$ cat src/rtl/stack_op_sequencer.sv
// Stack-operation sequencer: owns SP and runs one memory-stack bus cycle per op (two for INTR).
// Optional feature macro STACK_SEQ_IRQ_EN: irq in IDLE starts an INTR ahead of req.
module stack_op_sequencer #(
  parameter logic [7:0] SP_TOP    = 8'd255,
  parameter logic [7:0] SP_BOTTOM = 8'd200
) (
  input  logic       clk,
  input  logic       rst,
  input  logic       req,
  input  logic [2:0] op,
  output logic       ready,
  input  logic [7:0] pc_in,
  input  logic [3:0] ccr_in,
  input  logic [7:0] wdata_in,
  input  logic       irq,
  output logic       mem_en,
  output logic       mem_read,
  output logic       mem_write,
  output logic [3:0] stack_ctrl,
  output logic       stack_push,
  output logic       stack_pop,
  output logic [7:0] wdata,
  input  logic [7:0] mem_rdata,
  input  logic [3:0] ccr_rd,
  output logic [7:0] sp,
  output logic       done,
  output logic [7:0] rdata,
  output logic [3:0] ccr_out,
  output logic       err
);
  // state | meaning
  // IDLE  | ready, waiting for req (or irq)
  // BUS1  | first bus cycle, or no-bus cycle on fault
  // BUS2  | INTR flags write
  // DONE  | done/err pulse
  typedef enum logic [1:0] {IDLE, BUS1, BUS2, DONE} state_t;

  localparam logic [2:0] OP_PUSH = 3'd0, OP_POP = 3'd1, OP_CALL = 3'd2,
                         OP_RET  = 3'd3, OP_RTI = 3'd4, OP_INTR = 3'd5;

  state_t     r_state;
  logic [2:0] r_op;
  logic [3:0] r_ccr;
  logic       r_fault;
  logic [7:0] r_sp, r_rdata, r_wdata;
  logic [3:0] r_ccr_out, r_stack_ctrl;
  logic       r_done, r_err, r_mem_en, r_mem_read, r_mem_write, r_push, r_pop;

  logic       w_irq_take, w_accept, w_push_t, w_pop_t, w_fault;
  logic [2:0] w_op;

`ifdef STACK_SEQ_IRQ_EN
  assign w_irq_take = irq && (r_state == IDLE);
`else
  logic w_unused_irq;
  assign w_unused_irq = irq;
  assign w_irq_take   = 1'b0;
`endif

  assign w_accept = (r_state == IDLE) && (w_irq_take || req);
  assign w_op     = w_irq_take ? OP_INTR : op;
  assign w_push_t = (w_op == OP_PUSH) || (w_op == OP_CALL) || (w_op == OP_INTR);
  assign w_pop_t  = (w_op == OP_POP) || (w_op == OP_RET) || (w_op == OP_RTI);
  assign w_fault  = !(w_push_t || w_pop_t) || (w_push_t && r_sp == SP_BOTTOM)
                    || (w_pop_t && r_sp == SP_TOP);

  always_ff @(posedge clk) begin
    if (!rst) begin
      r_state      <= IDLE;
      r_op         <= OP_PUSH;
      r_ccr        <= 4'h0;
      r_fault      <= 1'b0;
      r_sp         <= SP_TOP;
      r_rdata      <= 8'h00;
      r_wdata      <= 8'h00;
      r_ccr_out    <= 4'h0;
      r_stack_ctrl <= 4'h0;
      r_done       <= 1'b0;
      r_err        <= 1'b0;
      r_mem_en     <= 1'b0;
      r_mem_read   <= 1'b0;
      r_mem_write  <= 1'b0;
      r_push       <= 1'b0;
      r_pop        <= 1'b0;
    end else begin
      r_done       <= 1'b0;
      r_err        <= 1'b0;
      r_mem_en     <= 1'b0;
      r_mem_read   <= 1'b0;
      r_mem_write  <= 1'b0;
      r_push       <= 1'b0;
      r_pop        <= 1'b0;
      r_stack_ctrl <= 4'h0;
      case (r_state)
        IDLE: if (w_accept) begin
          r_op    <= w_op;
          r_ccr   <= ccr_in;
          r_fault <= w_fault;
          r_state <= BUS1;
          // bus strobes are registered, so BUS1's cycle is set up here
          if (!w_fault) begin
            r_mem_en     <= 1'b1;
            r_stack_ctrl <= {1'b0, w_op} + 4'd1;
            if (w_push_t) begin
              r_mem_write <= 1'b1;
              r_push      <= 1'b1;
              r_wdata     <= (w_op == OP_PUSH) ? wdata_in : pc_in;
            end else begin
              r_mem_read <= 1'b1;
              r_pop      <= 1'b1;
            end
          end
        end
        BUS1: begin
          r_state <= DONE;
          if (r_fault) begin
            r_done <= 1'b1;
            r_err  <= 1'b1;
            if (r_op == OP_POP || r_op == OP_RET || r_op == OP_RTI) r_rdata <= 8'h00;
          end else if (r_mem_write) begin
            r_sp <= r_sp - 8'd1;
            if (r_op == OP_INTR) begin
              r_state      <= BUS2;
              r_mem_en     <= 1'b1;
              r_mem_write  <= 1'b1;
              r_stack_ctrl <= 4'b0111;
              r_wdata      <= {4'h0, r_ccr};
            end else begin
              r_done <= 1'b1;
            end
          end else begin
            r_rdata <= mem_rdata;
            r_sp    <= r_sp + 8'd1;
            if (r_op == OP_RTI) r_ccr_out <= ccr_rd;
            r_done  <= 1'b1;
          end
        end
        BUS2: begin
          r_done  <= 1'b1;
          r_state <= DONE;
        end
        default: r_state <= IDLE;
      endcase
    end
  end

  assign ready      = (r_state == IDLE) && !w_irq_take;
  assign mem_en     = r_mem_en;
  assign mem_read   = r_mem_read;
  assign mem_write  = r_mem_write;
  assign stack_ctrl = r_stack_ctrl;
  assign stack_push = r_push;
  assign stack_pop  = r_pop;
  assign wdata      = r_wdata;
  assign sp         = r_sp;
  assign done       = r_done;
  assign rdata      = r_rdata;
  assign ccr_out    = r_ccr_out;
  assign err        = r_err;
endmodule

$ cat config.mk
export PLATFORM = sky130hd
export DESIGN_NAME = stack_op_sequencer
export DESIGN_NICKNAME = d
export VERILOG_FILES = /design/src/rtl/stack_op_sequencer.sv
export SDC_FILE = /design/constraint.sdc
export NUM_CORES = 1
export LEC_CHECK = 0
export CORE_UTILIZATION = 46
export DETAILED_ROUTE_END_ITERATION = 10
export PLACE_DENSITY = 0.8
export RECOVER_POWER = 50
export SYNTH_ARGS = -nofsm -noshare
export SYNTH_HDL_FRONTEND = slang
export SYNTH_SLANG_ARGS = --single-unit
$ cat constraint.sdc
create_clock -name clk -period 2.4 [get_ports clk]
set_input_delay 0.48 -clock clk [delete_from_list [all_inputs] [get_ports clk]]
set_output_delay 0.48 -clock clk [all_outputs]
set_load 0.05 [all_outputs]
* Word level (Yosys, flattened, before mapping)
Cells that the tools add are included.
Storage, ports and cells: register bits 48, input port bits 39, output and inout port bits 40, word-level logic and storage cells 107
Operators by class: add/subtract/negate cells 3, eq/ne operators 21, multiplexer cells 39, bitwise operators 5, reduce and logical (&&, ||, !) cells 24
Operators by type and width (count):
- two-way mux 8 bit | 11
- equality test 8 bit, second input constant | 2
- two-way mux 1 bit | 16
- case mux 8 bit (2 select lines) | 1
- equality test 3 bit, second input constant | 4
- inequality test 2 bit, second input constant | 5
- equality test 3 x 2 -> 1 bit, second input constant | 3
- logical OR 1 bit | 9
- two-way mux 3 bit | 3
- adder 8 x 1 -> 8 bit, second input constant | 1
- two-way mux 4 bit | 2
- case mux 4 bit (2 select lines) | 1
- AND reduction 2 bit | 4
- subtractor 8 x 1 -> 8 bit, second input constant | 1
- AND reduction 7 bit | 1
- equality test 3 x 1 -> 1 bit, second input constant | 2
- inequality test 2 x 1 -> 1 bit, second input constant | 3
- case mux 1 bit (2 select lines) | 3
- case mux 2 bit (3 select lines) | 1
- NOT 1 bit | 5
- adder 3 x 1 -> 4 bit, second input constant | 1
- AND reduction 4 bit | 1
- OR reduction 4 bit | 1
- logical AND 1 bit | 3
- 8 further kinds | 8

* Longest topological paths before layout
word-level depth 10, mapped depth 8, mapped depth without buffers 7

* Worst setup path before layout
Ideal clock, no wire load.
path kind register to register, start reg r_mem_write (netlist: mem_write), end reg r_sp[6] (netlist: sp[6]), library setup time 0.106 ns, arrival time 2.309 ns, required time 2.294 ns, path slack -0.015 ns, stages on the path, launching flop included 9, path buffers 1, period minus slack after synthesis 2.415 ns, cells stage by stage dfxtp_1 clkbuf_1 inv_1 fa_1 nor2b_1 o21ai_0 a21oi_1 nor4_1 o311ai_0
Between the ends: longest elaborated chain between the ends 1
Ends and longest elaborated chain:
- start, declared | line 47 | logic r_done, r_err, r_mem_en, r_mem_read, r_mem_write, r_push, r_pop;
- start signal, assigned | line 82 | r_mem_write <= 1'b0;
- start signal, assigned | line 90 | r_mem_write <= 1'b0;
- start signal, assigned | line 105 | r_mem_write <= 1'b1;
- two-way mux 8 bit | line 120 | end else if (r_mem_write) begin
- end signal, assigned | line 121 | r_sp <= r_sp - 8'd1;
- end signal, assigned | line 133 | r_sp <= r_sp + 8'd1;
- end, declared | line 45 | logic [7:0] r_sp, r_rdata, r_wdata;
No other way between the ends. A chain may end at the register's enable or synchronous reset.

* Worst setup path in the final report
start in op[1], end reg r_wdata[7] (netlist: wdata[7])
Between the ends: longest elaborated chain between the ends 9, elaborated cells on any way between the ends 24, those cells by class eq/ne: 7; mux: 5; reduce/logical: 12
Ends and longest elaborated chain:
- start, declared | line 10 | input logic [2:0] op,
- equality test 3 x 2 -> 1 bit, or another cell as far along | line 62 | assign w_push_t = (w_op == OP_PUSH) || (w_op == OP_CALL) || (w_op == OP_INTR);
- logical OR 1 bit (on tied branches) (2 in series) | line 62, 63
- logical OR 1 bit | line 64 | assign w_fault = !(w_push_t || w_pop_t) || (w_push_t && r_sp == SP_BOTTOM)
- logical NOT 1 bit | line 64
- logical OR 1 bit | line 64
- logical OR 1 bit | line 65 | || (w_pop_t && r_sp == SP_TOP);
- inequality test 2 bit (no line)
- AND reduction 7 bit (no line)
- end signal, assigned | line 107 | r_wdata <= (w_op == OP_PUSH) ? wdata_in : pc_in;
- end signal, assigned | line 127 | r_wdata <= {4'h0, r_ccr};
- end, declared | line 45
Several ways; a longest one is shown, not always the timed one. The select of a mux whose other input is x is not followed.

==> flow_metrics.env <==
export IMPL_status="complete, no violations"
export IMPL_layout_common_cells="51 x nand2_1, 49 x clkdlybuf4s50_1, 47 x dfxtp_1"
export IMPL_num_io_pins=79
export IMPL_die_y_um=74.68
export IMPL_drtAntennaViolNets=0
export IMPL_synth_distinct_cells=48
export IMPL_avgRoutedWirePerCell_um=13.13
export IMPL_grt_antenna_before_repair=0
export IMPL_p_switching_mw=1.671
export IMPL_path_cells="clkdlybuf4s50_1, inv_1, ha_1, mux2_1, o2111a_1, nor3_4, o31ai_4, buf_12, mux2i_1"
export IMPL_hold_viol_final=0
export IMPL_antenna_cells=0
export IMPL_worstSetupPathType="in -> reg"
export IMPL_fin_util_pct=67.79
export IMPL_dp_hpwl_um=4206
export IMPL_period_share_pct=96.17
export IMPL_crit_path_start="op[1]"
export IMPL_cts_max_level=2
export IMPL_layout_commonest_cell="nand2_1"
export IMPL_drt_initial_drc_count=157
export IMPL_fin_area_um2=3462
export IMPL_syn_instance_count=283
export IMPL_ctsHoldBuffers=0
export IMPL_grt_pass1_wl_um=9163
export IMPL_comb_power_share_pct=55.7
export IMPL_syn_nets=338
export IMPL_fmax_ghz=0.4333
export IMPL_insertion_delay_ns=0.31
export IMPL_num_vias=2224
export IMPL_track_usage_pct=21.53
export IMPL_slew_violations=0
export IMPL_power_density_nw_per_um2=1062
export IMPL_min_period_ns=2.308
export IMPL_rsz0062_at_grt="no"
export IMPL_rr_startpoint="r_state[1]"
export IMPL_dpl_cell_area_um2=3338
export IMPL_switching_share_pct=45.44
export IMPL_p_leak_nw=1.555
export IMPL_portBuffers=77
export IMPL_cp_slowest_cell="clkdlybuf4s50_1"
export IMPL_setup_ws_ns=0.09188
export IMPL_report_power_total_mw=3.677
export IMPL_routabilityCongestion=0.8437
export IMPL_fin_hold_ws_ns=0.4628
export IMPL_ys_ff_latch=48
export IMPL_worst_path_max_fanout=8
export IMPL_cp_start_kind="primary input"
export IMPL_syn2layout_area_growth_pct=42.48
export IMPL_syn_area_um2=2430
export IMPL_fin_skew_ns=0.005550
export IMPL_place_ws_ns=-0.2351
export IMPL_path_buf_inv=3
export IMPL_row_count=26
export IMPL_vdd_drop_max_uv=544.5
export IMPL_die_area_um2=5577
export IMPL_first_pass_iters=4
export IMPL_internal_power_mw=2.006
export IMPL_grt_max_degree=24
export IMPL_num_nets_final=421
export IMPL_synth_edf_count=0
export IMPL_drv_cap=0
export IMPL_die_w_um=74.68
export IMPL_start_util_pct=47.57
export IMPL_fillerInstances=432
export IMPL_wl_um=5738
export IMPL_yosys_warnings=0
export IMPL_required_ns=2.60
export IMPL_cpPeakStageDelay_ns=0.54
export IMPL_hp_class="reg -> reg"
export IMPL_synth_seq_area_share_pct=39.55
export IMPL_grt_overflow=0
export IMPL_numCtsBuffers=5
export IMPL_min_delay_start="r_ccr[1]"
export IMPL_tightest_slew_ns=0.5312
export IMPL_viasPerCell=5.089
export IMPL_critPathCaptureType="flip-flop"
export IMPL_tritoncts="done"
export IMPL_cp_top_family="buffers and inverters"
export IMPL_synthFlopType="dfxtp_1"
export IMPL_clockRootBuffer="clkbuf_8"
export IMPL_setup_viol=0
export IMPL_seqCellArea_um2=962.2
export IMPL_drc=0
export IMPL_slew_headroom_pct=64.47
export IMPL_cts_buffer_depth=2
export IMPL_clock_sinks=48
export IMPL_async_flop_share_pct=0
export IMPL_clk_pin_slew_worst_paths_ns=0.08
export IMPL_seqPwrFrac_pct=30.7
export IMPL_cp_arrival_ns=2.51
export IMPL_synth_avg_cell_area_um2=8.586
export IMPL_multi_input_area_um2=1376
export IMPL_first_global_vias=2021
export IMPL_clockPowerShare_pct=13.6
export IMPL_core_area_um2=5107
export IMPL_drive_gt1_share_pct=8.719
## cells by family after synthesis
group                      after synthesis  synth area share [%]
buffers and inverters                   28                 4.531
muxes                                   22                 9.320
DFF                                     48                 39.55
adders and majority gates               16                 8.548
xor gates and xnor gates                 5                 1.802
and+or+nand+nor                        107                 21.58
AOI/OAI and AO/OA                       57                 14.68
## metrics by stage
step	std cells	setup TNS (ns)
global route	437	0
CTS	436	0
floorplan	283	0
detailed placement	428	-2.308
global placement	428	-1.761
finish	437	0
## power groups by stage
stage	clock (mW)	sequential [mW]	combinational (mW)
after floorplan	0	1.59	0.975
after global placement	0	1.14	1.98
after detailed placement	0	1.15	2.02
after CTS	0.504	1.13	2.02
after global routing	0.542	1.16	2.23
final	0.502	1.13	2.05
## cell type report
type / instances / area share (%)
Timing Repair Buffer: 91 / 25.91
Sequential cell: 48 / 27.79
Inverter: 13 / 1.409
Clock buffer: 8 / 2.602
Tap cell: 70 / 2.530
Multi-Input combinational cell: 207 / 39.75
## layer usage
layer  track usage, %  wire, um
met1            28.22      2700
met2            35.64      2716
met3            4.819       246
met4            6.289        74
met5                0         0
## registers in the layout, summed over array words and instances, names as in the netlist
name	flops
r_fault	1
mem_en	1
stack_ctrl	4
wdata	8
r_state	2
stack_push	1
r_op	3
err	1
ccr_out	4
done	1
r_ccr	4
mem_write	1
stack_pop	1
rdata	8
sp	8
## final timing paths
kind / cells past startpoint / endpoint / slack [ns]
worst max-delay path: 9 / wdata[7] / 0.09
worst min-delay path: 2 / r_ccr[1] / 0.46
worst max register to register: 7 / sp[7] / 0.30
worst min register to register: 2 / r_ccr[1] / 0.46
## tightest hold or removal path, cell delays in order (launching register included)
cell and delay [ns]:
dfxtp_1 0.32, nand2_1 0.05, a21oi_1 0.05
## cell usage after synthesis, drive strengths merged (2+ instances only)
library cell / n / area, um2
xnor2: 4 / 35.03
nor3: 4 / 25.02
and2: 3 / 18.77
nor2: 21 / 86.33
nand2: 51 / 191.4
and3: 2 / 13.77
clkbuf: 13 / 48.80
mux2i: 17 / 170.2
nand2b: 3 / 18.77
or4: 2 / 18.77
mux2: 5 / 56.30
o31ai: 3 / 36.28
o21ai: 13 / 68.82
nand3: 4 / 20.02
dfxtp: 48 / 960.9
o31a: 2 / 17.52
inv: 12 / 45.04
nor4b: 8 / 70.07
ha: 15 / 187.7
buf: 2 / 12.51
a21oi: 27 / 135.1
nor2b: 3 / 18.77
o211ai: 4 / 30.03
## repair_timing
item                       4_1_cts  5_1_grt
gates resized for setup          0        3
setup endpoints to repair        0        8
buffers inserted                 0        1
(Power assumes the default switching activity.)
